`config.mk`:
```
export PLATFORM = sky130hd
export DESIGN_NAME = rst_sequencer_flat
export DESIGN_NICKNAME = d
export VERILOG_FILES = /design/src/rtl/rst_sequencer_if.sv /design/src/rtl/rst_sequencer.sv /design/src/flat_wrapper.sv
export SDC_FILE = /design/constraint.sdc
export NUM_CORES = 1
export LEC_CHECK = 0
export CORE_MARGIN = 3
export CORE_UTILIZATION = 59
export CTS_BUF_LIST = sky130_fd_sc_hd__clkbuf_16
export DETAILED_ROUTE_END_ITERATION = 6
export PLACE_DENSITY = 0.92
export SLEW_MARGIN = 10
export SYNTH_ARGS = -nofsm -noshare
export SYNTH_HDL_FRONTEND = slang
export SYNTH_SLANG_ARGS = --single-unit
```
`constraint.sdc`:
```
create_clock -name pclk -period 4.4 [get_ports pclk]
set_clock_uncertainty 0.2 [all_clocks]
set_input_delay 0.88 -clock pclk [delete_from_list [all_inputs] [get_ports pclk]]
set_output_delay 0.88 -clock pclk [all_outputs]
set_load 0.02 [all_outputs]
```
`src/rtl/rst_sequencer_if.sv`:
```
// Bundle between the reset sequencer and its environment.
// The sequencer drives the slave side and returns the sequenced resets.
interface rst_sequencer_if #(
    parameter int N_CH = 3
);
    logic            locked;
    logic            soft_rst_req;
    logic [N_CH-1:0] rst_out;
    logic            rst_done;
    logic [7:0]      lock_loss_cnt;

    modport master (
        output locked,
        output soft_rst_req,
        input  rst_out,
        input  rst_done,
        input  lock_loss_cnt
    );

    modport slave (
        input  locked,
        input  soft_rst_req,
        output rst_out,
        output rst_done,
        output lock_loss_cnt
    );
endinterface

```
`src/rtl/rst_sequencer.sv`:
```
// Lock-qualified, staggered release of N_CH reset channels.
// Restarts on lock loss (counted) or on a software request in RUN.
module rst_sequencer #(
    parameter int N_CH           = 3,
    parameter int HOLD_CYCLES    = 16,
    parameter int STAGGER_CYCLES = 8,
    parameter int SYNC_STAGES    = 2,
    parameter int LOCK_FILTER    = 4
) (
    input  logic          pclk,
    input  logic          rst,
    rst_sequencer_if.slave bus
);

    localparam int FW = $clog2(LOCK_FILTER + 1);
    localparam int HW = $clog2(HOLD_CYCLES + 1);
    localparam int SW = $clog2(STAGGER_CYCLES + 1);
    localparam int IW = $clog2(N_CH + 1);

    typedef enum logic [2:0] {
        S_ASSERT,
        S_WAIT_LOCK,
        S_HOLD,
        S_RELEASE,
        S_RUN
    } state_t;

    state_t                 state_q, state_d;
    logic [SYNC_STAGES-1:0] sync_q, sync_d;
    logic [FW-1:0]          filt_q, filt_d;
    logic [HW-1:0]          hold_q, hold_d;
    logic [SW-1:0]          stag_q, stag_d;
    logic [IW-1:0]          idx_q, idx_d;
    logic [N_CH-1:0]        rst_out_q, rst_out_d;
    logic                   rst_done_q, rst_done_d;
    logic [7:0]             loss_q, loss_d;
    logic                   lock_s;
    logic                   restart;
    logic                   lost;

    assign lock_s = sync_q[SYNC_STAGES-1];

    always_comb begin
        sync_d     = {sync_q[SYNC_STAGES-2:0], bus.locked};
        state_d    = state_q;
        filt_d     = '0;
        hold_d     = hold_q;
        stag_d     = stag_q;
        idx_d      = idx_q;
        rst_out_d  = rst_out_q;
        loss_d     = loss_q;
        restart    = 1'b0;
        lost       = 1'b0;
        rst_done_d = 1'b0;

        unique case (state_q)
            S_ASSERT: begin
                rst_out_d = '1;
                state_d   = S_WAIT_LOCK;
            end
            S_WAIT_LOCK: begin
                rst_out_d = '1;
                if (lock_s) begin
                    if (filt_q == FW'(LOCK_FILTER - 1)) begin
                        state_d = S_HOLD;
                        // the qualifying cycle is the first hold cycle
                        hold_d  = HW'(1);
                    end else begin
                        filt_d = filt_q + 1'b1;
                    end
                end
            end
            S_HOLD: begin
                if (hold_q >= HW'(HOLD_CYCLES - 1)) begin
                    rst_out_d[0] = 1'b0;
                    idx_d        = '0;
                    stag_d       = '0;
                    state_d      = (N_CH == 1) ? S_RUN : S_RELEASE;
                end else begin
                    hold_d = hold_q + 1'b1;
                end
            end
            S_RELEASE: begin
                if (stag_q == SW'(STAGGER_CYCLES - 1)) begin
                    stag_d = '0;
                    idx_d  = idx_q + 1'b1;
                    for (int k = 0; k < N_CH; k++) begin
                        if (k == int'(idx_q) + 1) begin
                            rst_out_d[k] = 1'b0;
                        end
                    end
                    if (int'(idx_q) + 1 >= N_CH - 1) begin
                        state_d = S_RUN;
                    end
                end else begin
                    stag_d = stag_q + 1'b1;
                end
            end
            S_RUN: begin
                rst_out_d = '0;
                if (bus.soft_rst_req) begin
                    restart = 1'b1;
                end
            end
            default: begin
                state_d = S_ASSERT;
            end
        endcase

        if (!lock_s && (state_q == S_HOLD ||
                        state_q == S_RELEASE ||
                        state_q == S_RUN)) begin
            restart = 1'b1;
            lost    = 1'b1;
        end

        // lock loss and soft request together are one restart
        if (restart) begin
            state_d   = S_ASSERT;
            rst_out_d = '1;
        end

        if (lost && loss_q != 8'hFF) begin
            loss_d = loss_q + 8'd1;
        end

        rst_done_d = (state_q == S_RUN) && (state_d == S_RUN);
    end

    always_ff @(posedge pclk) begin
        if (rst) begin
            state_q    <= S_ASSERT;
            sync_q     <= '0;
            filt_q     <= '0;
            hold_q     <= '0;
            stag_q     <= '0;
            idx_q      <= '0;
            rst_out_q  <= '1;
            rst_done_q <= 1'b0;
            loss_q     <= '0;
        end else begin
            state_q    <= state_d;
            sync_q     <= sync_d;
            filt_q     <= filt_d;
            hold_q     <= hold_d;
            stag_q     <= stag_d;
            idx_q      <= idx_d;
            rst_out_q  <= rst_out_d;
            rst_done_q <= rst_done_d;
            loss_q     <= loss_d;
        end
    end

    assign bus.rst_out       = rst_out_q;
    assign bus.rst_done      = rst_done_q;
    assign bus.lock_loss_cnt = loss_q;

endmodule

```
`src/flat_wrapper.sv`:
```
// flat-port wrapper written by rule: the top's interface ports become plain ports
module rst_sequencer_flat 
#(
    parameter int N_CH           = 3,
    parameter int HOLD_CYCLES    = 16,
    parameter int STAGGER_CYCLES = 8,
    parameter int SYNC_STAGES    = 2,
    parameter int LOCK_FILTER    = 4
)
  (pclk, rst, bus_locked, bus_soft_rst_req, bus_rst_out, bus_rst_done, bus_lock_loss_cnt);
  rst_sequencer_if #(.N_CH(N_CH)) bus_i ();
  input  logic pclk;
  input  logic rst;
  input wire logic [$bits(bus_i.locked)-1:0] bus_locked;
  input wire logic [$bits(bus_i.soft_rst_req)-1:0] bus_soft_rst_req;
  output wire logic [$bits(bus_i.rst_out)-1:0] bus_rst_out;
  output wire logic [$bits(bus_i.rst_done)-1:0] bus_rst_done;
  output wire logic [$bits(bus_i.lock_loss_cnt)-1:0] bus_lock_loss_cnt;
  assign bus_i.locked = bus_locked;
  assign bus_i.soft_rst_req = bus_soft_rst_req;
  assign bus_rst_out = bus_i.rst_out;
  assign bus_rst_done = bus_i.rst_done;
  assign bus_lock_loss_cnt = bus_i.lock_loss_cnt;
  rst_sequencer #(.N_CH(N_CH), .HOLD_CYCLES(HOLD_CYCLES), .STAGGER_CYCLES(STAGGER_CYCLES), .SYNC_STAGES(SYNC_STAGES), .LOCK_FILTER(LOCK_FILTER)) u_core (.pclk(pclk), .rst(rst), .bus(bus_i));
endmodule
```
# [Word level (Yosys, flattened, before mapping)]
# Cells that the tools add are included.
[op_classes] add_sub_neg=6 multipliers=0 n_div=0 order_cmp=2 n_eq_ne=18 shifts=0 muxes=28 n_bitwise=2 n_reduce_logical=21
[ops] cell="== test 2 x 32 -> 1 bit (first input constant)" count=1
[ops] cell="== test 3 x 32 -> 1 bit (first input constant)" count=1
[ops] cell=">= comparator 32 x 3 -> 1 bit (second input constant)" count=1
[ops] cell="logical NOT 32 bit" count=1
[ops] cell="2-to-1 mux 3 bit" count=7
[ops] cell="2-to-1 mux 5 bit" count=3
[ops] cell="case mux 3 bit (5 select lines)" count=1
[ops] cell="!= test 2 x 1 -> 1 bit (second input constant)" count=7
[ops] cell="case mux 5 bit (2 select lines)" count=1
[ops] cell="== test 3 x 2 -> 1 bit (second input constant)" count=3
[ops] cell="AND reduction 3 bit" count=3
[ops] cell="adder 8 x 1 -> 8 bit (second input constant)" count=1
[ops] cell="2-to-1 mux 1 bit" count=8
[ops] cell="2-to-1 mux 4 bit" count=2
[ops] cell="!= test 8 bit (second input constant)" count=1
[ops] cell="case mux 4 bit (2 select lines)" count=1
[ops] cell="AND reduction 4 bit" count=2
[ops] cell="== test 3 bit (second input constant)" count=2
[ops] cell="case mux 2 bit (3 select lines)" count=1
[ops] cell="adder 5 x 1 -> 5 bit (second input constant)" count=1
[ops] cell=">= comparator 5 x 4 -> 1 bit (second input constant)" count=1
[ops] cell="adder 4 x 1 -> 4 bit (second input constant)" count=1
[ops] cell="== test 4 x 3 -> 1 bit (second input constant)" count=1
[ops] cell="2-to-1 mux 2 bit" count=2
[ops] cell="18 further kinds" count=24
[word_totals] reg_bits=31 latch_bits=0 ramBits=0 romBits=0 in_bits=4 out_inout_bits=12 word_cells=88 n_memories=0

# [Depth between registers and ports, before layout]
[depth] depth_word=8 depth_mapped=7 depth_no_buf=7

# [Worst setup path after synthesis]
# OpenSTA, ideal clock, no wires.
[synth_path] kind="register -> register" start="register u_core.hold_q[0]" end="register u_core.hold_q[1]" setup_ps=125 arrival_time_ps=1955 required_time_ps=4075 slack_ps=2120 stages_incl_launch_ff=8 n_path_buf=0 period_less_slack_ps=2280 cell_sequence="dfxtp_1 ha_1 and3_1 ha_1 or4b_2 o21ai_0 nor2b_1 o21ai_0"
[synth_via] elab_chain_len=3 elab_cells_between_ends=6 cone_classes="add/sub: 1; order compare: 1; eq/ne: 1; mux: 2; reduce/logical: 1"
[synth_rtl] element="start: declaration" line_no="rst_sequencer.sv:31" source="logic [HW-1:0] hold_q, hold_d;"
[synth_rtl] element="start signal: assignment" line_no="rst_sequencer.sv:145" source="hold_q <= hold_d;"
[synth_rtl] element="adder 5 x 1 -> 5 bit / >= comparator 5 x 4 -> 1 bit (equally long branches)" line_no="rst_sequencer.sv:80, rst_sequencer.sv:74"
[synth_rtl] element="2-to-1 mux 5 bit / != test 2 bit (equally long branches)"
[synth_rtl] element="case mux 5 bit (2 select lines) / AND reduction 4 bit (equally long branches)"
# Several ways; a longest one is shown, not always the timed one. The select of a mux whose other input is x is not followed.
# A chain may end at the register's enable or synchronous reset.

# [Final worst setup path]
[layout_path] start="input rst" end="register u_core.rst_out_q[2], in the netlist u_core.bus.rst_out[2]"
[layout_via] elab_chain_len=1
[layout_rtl] element="start: declaration" line_no="flat_wrapper.sv:13" source="input logic rst;"
[layout_rtl] element="OR reduction 2 bit (no source line)"
[layout_rtl] element="end signal: assignment" line_no="rst_sequencer.sv:148" source="rst_out_q <= rst_out_d;"
[layout_rtl] element="end: declaration" line_no="rst_sequencer.sv:34" source="logic [N_CH-1:0] rst_out_q, rst_out_d;"
# Every way passes these cells.

==> metrics <==
post-cts resize count=0; Area Overhead vs Synth=19.7%; TritonCTS Sinks=31; critical path data required time=4.36 ns; Synth Flop Type=dfxtp_1; power per standard cell area=337 nW/µm²; ys async rst share=0; htree depth=2; die area=3220 µm²; Top delay family on crit path=buffers and inverters; RePlAce Congestion=0.795; number of synthesized flops with an enable pin=0; sequential fraction of the synthesis area=0.409; crit end category=flop; Sum Neg Setup Slack=0 ns; row cnt=17; via density per instance=6.30; Yosys cell types=39; worst-path cell chain=clkdlybuf4s50_1, inv_1, o221ai_1, a211o_1; period utilization=0.619; mapped cell area=1520 µm²; Worst path max stage delay=0.84 ns; Die X=56.7 µm; Detailed Place HPWL=2240 µm; IO Count=16; CP startpoint kind=input pin; Slew @ Worst Pin=0.849 ns; worst relative slew slack=0.432; final WL=3440 µm; CTS Buf Count=5; highest-delay cell along the critical path=clkdlybuf4s50_1; CP bufs+invs=2; MaxCap Viol Count=0; f_max=0.367 GHz; final worst slack=1.68 ns; Crit Path Class=input pin to flop; Leakage Power=0.667 nW; FILL cells=156; Post-CTS Hold Fix Bufs=0; initial antenna violation count=0; initial drt markers=74; Synth Net Count=188; Final ANT Viol Nets=0; largest net degree at the start of global routing=25; CTS tree=yes; Worst-path clk slew=0.05 ns; pre-CTS setup slack=1.46 ns; GRT Residual Overflow=0; Hold Crit Class=flop to flop; GRT Util Overall=0.239; share of layout cells above drive strength 1=0.0573; R2R depth=7; Seq cells post-synth=31; Mapped Cells=175; reg-to-reg endpoint=u_core.stag_q[2]; most common cell after layout, fill and taps aside=dfxtp_1; fin. max-slew vios=0; antenna cells=0; hold path cells=1; port bufs=15; core area=2320 µm²; RR Startpoint=u_core.hold_q[0]; drt drc=0; r2r setup slk=1.87 ns; Post-CTS Setup Inserts=0; Syn Area/Cell=8.67 µm²; Hold Path Sink=u_core.filt_q[0]; global-route wire length before repair=5980 µm; Crit path depth=4; routed vias=1387; Hold Vio Cnt, Final=0; Die Ht=56.7 µm; initial core utilization=0.655; router iterations before antenna repair=5; RSZ-0062 raised after global routing=no; clk buf depth=2; Crit path arrival time=2.68 ns; crit-path max FO=24; status=finished clean; post-route minimum period=2.72 ns; most frequent cells in the layout=dfxtp_1 (31), nor2_1 (18), clkdlybuf4s50_1 (15); Setup violations, final=0; clk_lat worst skew=0.27 ns; vias in the first global route=1362; VDD IR-drop max=0.316 mV; clk root buf=clkbuf_16; hold path startpoint=u_core.filt_q[0]; DR WL/cell=15.6 µm; yosys warns=0; Final #Nets=204
[per-stage QoR]
stage | util | std cells | hold slack, ns | instance area, µm² | power (mW)
after CTS | 0.784 | 220 | 0.224 | 1820 | 0.613
after floorplan | - | 175 | 0.199 | 1520 | 0.298
after global placement | 0.725 | 212 | 0.207 | 1680 | 0.303
final | 0.784 | 220 | 0.221 | 1820 | 0.611
after global routing | 0.784 | 220 | 0.254 | 1820 | 0.629
after detailed placement | 0.725 | 212 | 0.218 | 1680 | 0.304
[worst max-delay path by stage]
stage	from	end	slack (ns)
floorplan	u_core.hold_q[0]	u_core.hold_q[1]	2.12
detailed placement	rst	u_core.bus.rst_out[2]	1.46
CTS	rst	u_core.bus.rst_out[2]	1.73
global placement	rst	u_core.bus.rst_out[1]	1.51
finish	rst	u_core.bus.rst_out[2]	1.68
global route	rst	u_core.bus.rst_out[2]	1.58
[worst register-to-register path: cells and delay by family, from the launching register on]
kind | cells | cell delay [ns]
flip-flops | 1 | 0.34
AND/OR/NAND/NOR | 3 | 0.71
adder cells (fa/ha/maj) | 2 | 0.43
AO/OA/AOI/OAI | 2 | 0.76
[power by group]
| part | switching (mW) | total [mW] | internal (mW) |
|---|---|---|---|
| logic | 0.00761 | 0.0128 | 0.00517 |
| registers | 0.00299 | 0.286 | 0.283 |
| clock network | 0.110 | 0.313 | 0.202 |
[registers in the layout (all words and copies together) (netlist names)]
signal,flops
u_core.bus.lock_loss_cnt,8
u_core.hold_q,5
u_core.stag_q,4
u_core.bus.rst_out,3
u_core.filt_q,3
u_core.state_q,3
u_core.idx_q,2
u_core.sync_q,2
u_core.bus.rst_done,1
[layout make-up]
type / instances / area (µm²) / share of cell area
multi-input combinational: 130 / 845 / 0.465
sequential: 31 / 621 / 0.342
timing repair buffer: 15 / 150 / 0.0826
clock buffer: 5 / 125 / 0.0689
tap: 28 / 35.0 / 0.0193
inverter: 8 / 30.0 / 0.0165
clock inverter: 3 / 11.3 / 0.00620
[metal layers]
layer  up-vias  share of wire  wire length [µm]  track usage
met4         0          0.021                72        0.112
met5         -              0                 0            0
met2        49           0.50              1730        0.399
met1       647           0.41              1420        0.261
li1        678              -                 -            -
met3        13          0.063               218       0.0966
[cells by family (layout without fill, tap and decap cells)]
group	after synthesis	count (layout)	share of synthesized area
buffers and inverters	14	31	0.0346
adder cells (fa/ha/maj)	9	9	0.0742
AO/OA/AOI/OAI	46	46	0.202
AND/OR/NAND/NOR	74	74	0.273
multiplexers	1	1	0.00742
flip-flops	31	31	0.409
[Yosys cell counts, types with 2 or more instances]
| cell type | n | area, µm² |
|---|---|---|
| dfxtp_1 | 31 | 621 |
| inv_1 | 8 | 30.0 |
| o31ai_1 | 2 | 15.0 |
| and4_1 | 3 | 26.3 |
| nor2_1 | 18 | 67.6 |
| a211o_1 | 2 | 17.5 |
| nand3_1 | 7 | 35.0 |
| and3_1 | 3 | 18.8 |
| o41ai_1 | 2 | 17.5 |
| nand3b_1 | 3 | 22.5 |
| o21ai_0 | 11 | 55.1 |
| nand2_1 | 10 | 37.5 |
| clkbuf_1 | 6 | 22.5 |
| or3_1 | 3 | 18.8 |
| o211ai_1 | 3 | 22.5 |
| a31oi_1 | 2 | 12.5 |
| a21oi_1 | 14 | 70.1 |
| or4_1 | 4 | 30.0 |
| nor2b_1 | 8 | 50.1 |
| nor3_1 | 6 | 30.0 |
| o21a_1 | 3 | 22.5 |
| ha_1 | 9 | 113 |
Power figures use the tool's default switching activity.
==> patch 1, RTL diff (same settings) <==
`LOCK_FILTER` is set to 4 in 2 places; all go to 8.
--- a/src/rtl/rst_sequencer.sv
+++ b/src/rtl/rst_sequencer.sv
@@ -5,7 +5,7 @@
     parameter int HOLD_CYCLES    = 16,
     parameter int STAGGER_CYCLES = 8,
     parameter int SYNC_STAGES    = 2,
-    parameter int LOCK_FILTER    = 4
+    parameter int LOCK_FILTER    = 8
 ) (
     input  logic          pclk,
     input  logic          rst,
--- a/src/flat_wrapper.sv
+++ b/src/flat_wrapper.sv
@@ -5,7 +5,7 @@
     parameter int HOLD_CYCLES    = 16,
     parameter int STAGGER_CYCLES = 8,
     parameter int SYNC_STAGES    = 2,
-    parameter int LOCK_FILTER    = 4
+    parameter int LOCK_FILTER    = 8
 )
   (pclk, rst, bus_locked, bus_soft_rst_req, bus_rst_out, bus_rst_done, bus_lock_loss_cnt);
   rst_sequencer_if #(.N_CH(N_CH)) bus_i ();
Formal check against the unedited RTL: not equivalent (Yosys sat finds a counterexample within 10 cycles, from zero or initial values and one cycle with rst high).
==> patch 1 against the unedited design <==
Register-to-register slack better by 0.38 ns; final area up 3.0%; cell count up 0.91%; wire length shrank 4.7%; maximum frequency decreased by 3.6%; sequential cell count rose by 1; synthesized cell count unchanged; worst setup slack got worse by 0.10 ns; total power is 2.5% higher; sequential share of layout area increased by 0.065 points; synthesized area is 4.5% higher; critical path type unchanged; largest cell class unchanged; largest power group unchanged.
==> patch 1: results (changes against the unedited design) <==
status complete, no violations; worst slew pin tran 0.629 ns (-0.220 ns); synth top area cells dfxtp_1 (40%), ha_1 (6.3%), nor2_1 (5.4%), nand3_1 (3.8%), a21oi_1 (2.8%); Worst Hold Endpoint u_core.sync_q[1]; vias in the first global route 1,345 (-1.2%); worst r2r src u_core.state_q[2]; HP Class flop to flop; CP max-delay cell clkdlybuf4s50_1; Max FO, Critical Path 19 (-21%); DRT iter0 DRCs 74 (unchanged); all-layer global routing usage 22.3% (-1.6 points); Crit path arrival time 2.79 ns (+0.11 ns); hold path cells 1 (unchanged); slowest stage delay, CP 0.87 ns (+0.03 ns); number of distinct library cells after synthesis 44 (+13%); hold slack 0.234 ns (+0.0133 ns); port buffer count 15 (unchanged); total CTS buffers 5 (unchanged); HP Start u_core.sync_q[0]; Worst-path clk slew 0.05 ns (about the same); RR Endpoint u_core.bus.lock_loss_cnt[6]; worst skew pair latency 0.28 ns; hpwl dp 2290 µm (+2.1%); Max VDD drop 0.356 mV (+13%); Place WS 1.35 ns (-0.116 ns); Post-CTS Repair Setup Buffers 0 (unchanged); Routed WL per cell 14.8 µm (-5.5%); Nets 203 (-0.49%); Yosys Warn Count 0 (unchanged); cts repair resizes 0 (unchanged); Largest register FFs 8 (unchanged); first-pass GRT wire length 5710 µm (-4.6%); Reg2Reg Setup Slack 2.25 ns (+0.38 ns); top post-synthesis cells by count dfxtp_1 (32), nor2_1 (23), nand3_1 (12); largest net degree at the start of global routing 20 (-20%); Seq/Total Area, Yosys 40.4% (-0.48 points); Pre-antenna DRT Iters 5 (unchanged); share of cells above drive strength 1 6.25% (+0.52 points); Worst Reg-to-Reg Cells 4 (-3); Max H-tree Level 2 (unchanged); GP Congestion 0.955 (+20%); Syn Nets 187 (-0.53%); Leak Pwr 0.681 nW (+2.2%); Vias 1,377 (-0.72%); cell total after placement 214 (+0.94%); initial antenna violation count 0 (unchanged); vias per inst 6.20 (-1.6%)
patch 1: metal layers:
metal | part of all wire [%] | GRT usage [%] | wire length, µm
met1 | 43 | 26.3 | 1390
met2 | 49 | 35.3 | 1610
met3 | 4.6 | 6.46 | 151
met4 | 3.7 | 14.2 | 122
met5 | 0 | 0 | 0
patch 1: metrics by stage:
stage               instance area [µm²]  power [mW]
floorplan                          1590       0.310
global placement                   1740       0.314
finish                             1870       0.627
CTS                                1870       0.633
global route                       1870       0.647
detailed placement                 1740       0.315
patch 1: power breakdown:
part	switching [mW]	total (mW)	internal, mW	leakage [nW]
registers	0.00313	0.295	0.292	0.259
logic	0.00908	0.0151	0.00598	0.349
clock network	0.114	0.317	0.203	0.0738
patch 1: cell type report:
class / instances / area, µm²
multi-input cells: 130 / 881
fillers: 187 / 651
flip-flops and latches: 32 / 641
repair buffers: 15 / 150
clock buffers: 5 / 125
well taps: 30 / 37.5
inverters: 7 / 26.3
clock inverters: 3 / 11.3
patch 1: how the worst max path moves through the flow:
stage                     from                to  slack (ns)  depth (start not counted)
after floorplan            rst  u_core.stag_q[3]        2.12                          3
after global placement     rst  u_core.stag_q[3]        1.43                          3
after detailed placement   rst  u_core.stag_q[3]        1.35                          3
after CTS                  rst   u_core.idx_q[1]        1.59                          5
after global routing       rst   u_core.idx_q[1]        1.45                          5
final                      rst   u_core.idx_q[1]        1.57                          5
patch 1: worst max-delay path: cells and delay by family:
family | cells | cell delay [ns]
buffers and inverters | 2 | 1.13
AOI/OAI and AO/OA | 3 | 0.77
patch 1: logic make-up after synthesis:
group | Yosys count | share of synthesized area [%]
flops | 32 | 40.4
mux | 1 | 0.631
compound gates | 38 | 19.7
buf+inv | 13 | 4.03
xor+xnor | 5 | 2.76
simple gates | 78 | 26.1
fa+ha+maj | 8 | 6.31
==> patch 2, RTL diff (same settings) <==
Made on the original files. Take the reset off `hold_q` and load it in a clocked block of its own.
--- a/src/rtl/rst_sequencer.sv
+++ b/src/rtl/rst_sequencer.sv
@@ -132,7 +132,6 @@
             state_q    <= S_ASSERT;
             sync_q     <= '0;
             filt_q     <= '0;
-            hold_q     <= '0;
             stag_q     <= '0;
             idx_q      <= '0;
             rst_out_q  <= '1;
@@ -142,7 +141,6 @@
             state_q    <= state_d;
             sync_q     <= sync_d;
             filt_q     <= filt_d;
-            hold_q     <= hold_d;
             stag_q     <= stag_d;
             idx_q      <= idx_d;
             rst_out_q  <= rst_out_d;
@@ -151,6 +149,10 @@
         end
     end
 
+    always_ff @(posedge pclk) begin
+        hold_q <= hold_d;
+    end
+
     assign bus.rst_out       = rst_out_q;
     assign bus.rst_done      = rst_done_q;
     assign bus.lock_loss_cnt = loss_q;
Formal check against the unedited RTL: same outputs for any inputs over 10 cycles, from zero or initial values and one cycle with rst high; that may be too few to reach the edited logic, so the function may still have changed.
==> patch 2 against the unedited design <==
Total power up 12%; final area up 1.1%; sequential cell count unchanged; wire length down 2.9%; non-clock buffer count unchanged; synthesized area down 0.25%; first-iteration DRC count down 59%; cell count down 6.4%; worst setup slack worse by 0.024 ns; count of clock-buffer cells in the layout unchanged; clock power up 22%.
==> patch 2: results (changes against the unedited design) <==
status complete, no violations; Place WS 1.60 ns (+0.139 ns); met1 wire length 1310 µm (-7.4%); slowest stage delay, CP 0.96 ns (+0.12 ns); cell total after placement 198 (-6.6%); Multi-Input Combinational 117 (-10%); largest net degree at the start of global routing 23 (-8.0%); register area 671 µm² (+8.1%); Final Util 79.2% (+0.86 points); final wirelength 3340 µm (-2.9%); worst setup path start u_core.hold_q[0]; Worst Reg-to-Reg Cells 6 (-1); Nets 190 (-6.9%); Slew headroom 23.9% (-19 points); number of distinct library cells after synthesis 40 (+2.6%); all-layer global routing usage 23.2% (-0.69 points); Sw Ratio 18.8% (-0.97 points); synth top area cells dfxtp_1 (34%), edfxtp_1 (9.9%), ha_1 (7.4%), nor2_1 (5.7%), nor2b_1 (2.9%); WS Path Type flop to flop; first-pass GRT wire length 5790 µm (-3.2%); top post-synthesis cells by count dfxtp_1 (26), nor2_1 (23), ha_1 (9); HP Start u_core.sync_q[0]; Max FO, Critical Path 6 (-75%); M3 GR Usage 8.28% (-1.4 points); Vias 1,285 (-7.4%); CP max-delay cell o41ai_1; share of cells above drive strength 1 6.74% (+1.0 points); Filler Cell Count 143 (-8.3%); met1 Resource Use GR 25.2% (-0.87 points); length of routed met2 wiring 1740 µm (+0.52%); Post-DP Area 1670 µm² (-0.45%); hold slack 0.247 ns (+0.0258 ns)
patch 2: cell count changes after synthesis, sizes merged, moves of 4 or more:
| cell | delta |
|---|---|
| a21oi | -7 |
| dfxtp | -5 |
| edfxtp | +5 |
| nor2 | +5 |
| nand2 | -4 |
| o21ai | -4 |
patch 2: logic make-up (layout without fill, tap and decap cells):
family / count (synthesis) / count (layout) / share of synthesized area, %
and+or+nand+nor: 68 / 68 / 24.1
AOI/OAI and AO/OA: 33 / 33 / 16.1
DFF: 31 / 31 / 44.3
buffers and inverters: 13 / 30 / 3.47
adders and majority gates: 9 / 9 / 7.44
muxes: 4 / 4 / 2.81
xor gates and xnor gates: 3 / 3 / 1.74
patch 2: power groups by stage:
stage / combinational [mW] / clock [mW] / sequential (mW)
global route: 0.0127 / 0.397 / 0.292
global placement: 0.0107 / 0 / 0.298
detailed placement: 0.0112 / 0 / 0.298
CTS: 0.0114 / 0.388 / 0.292
finish: 0.0114 / 0.383 / 0.292
floorplan: 0.00810 / 0 / 0.296
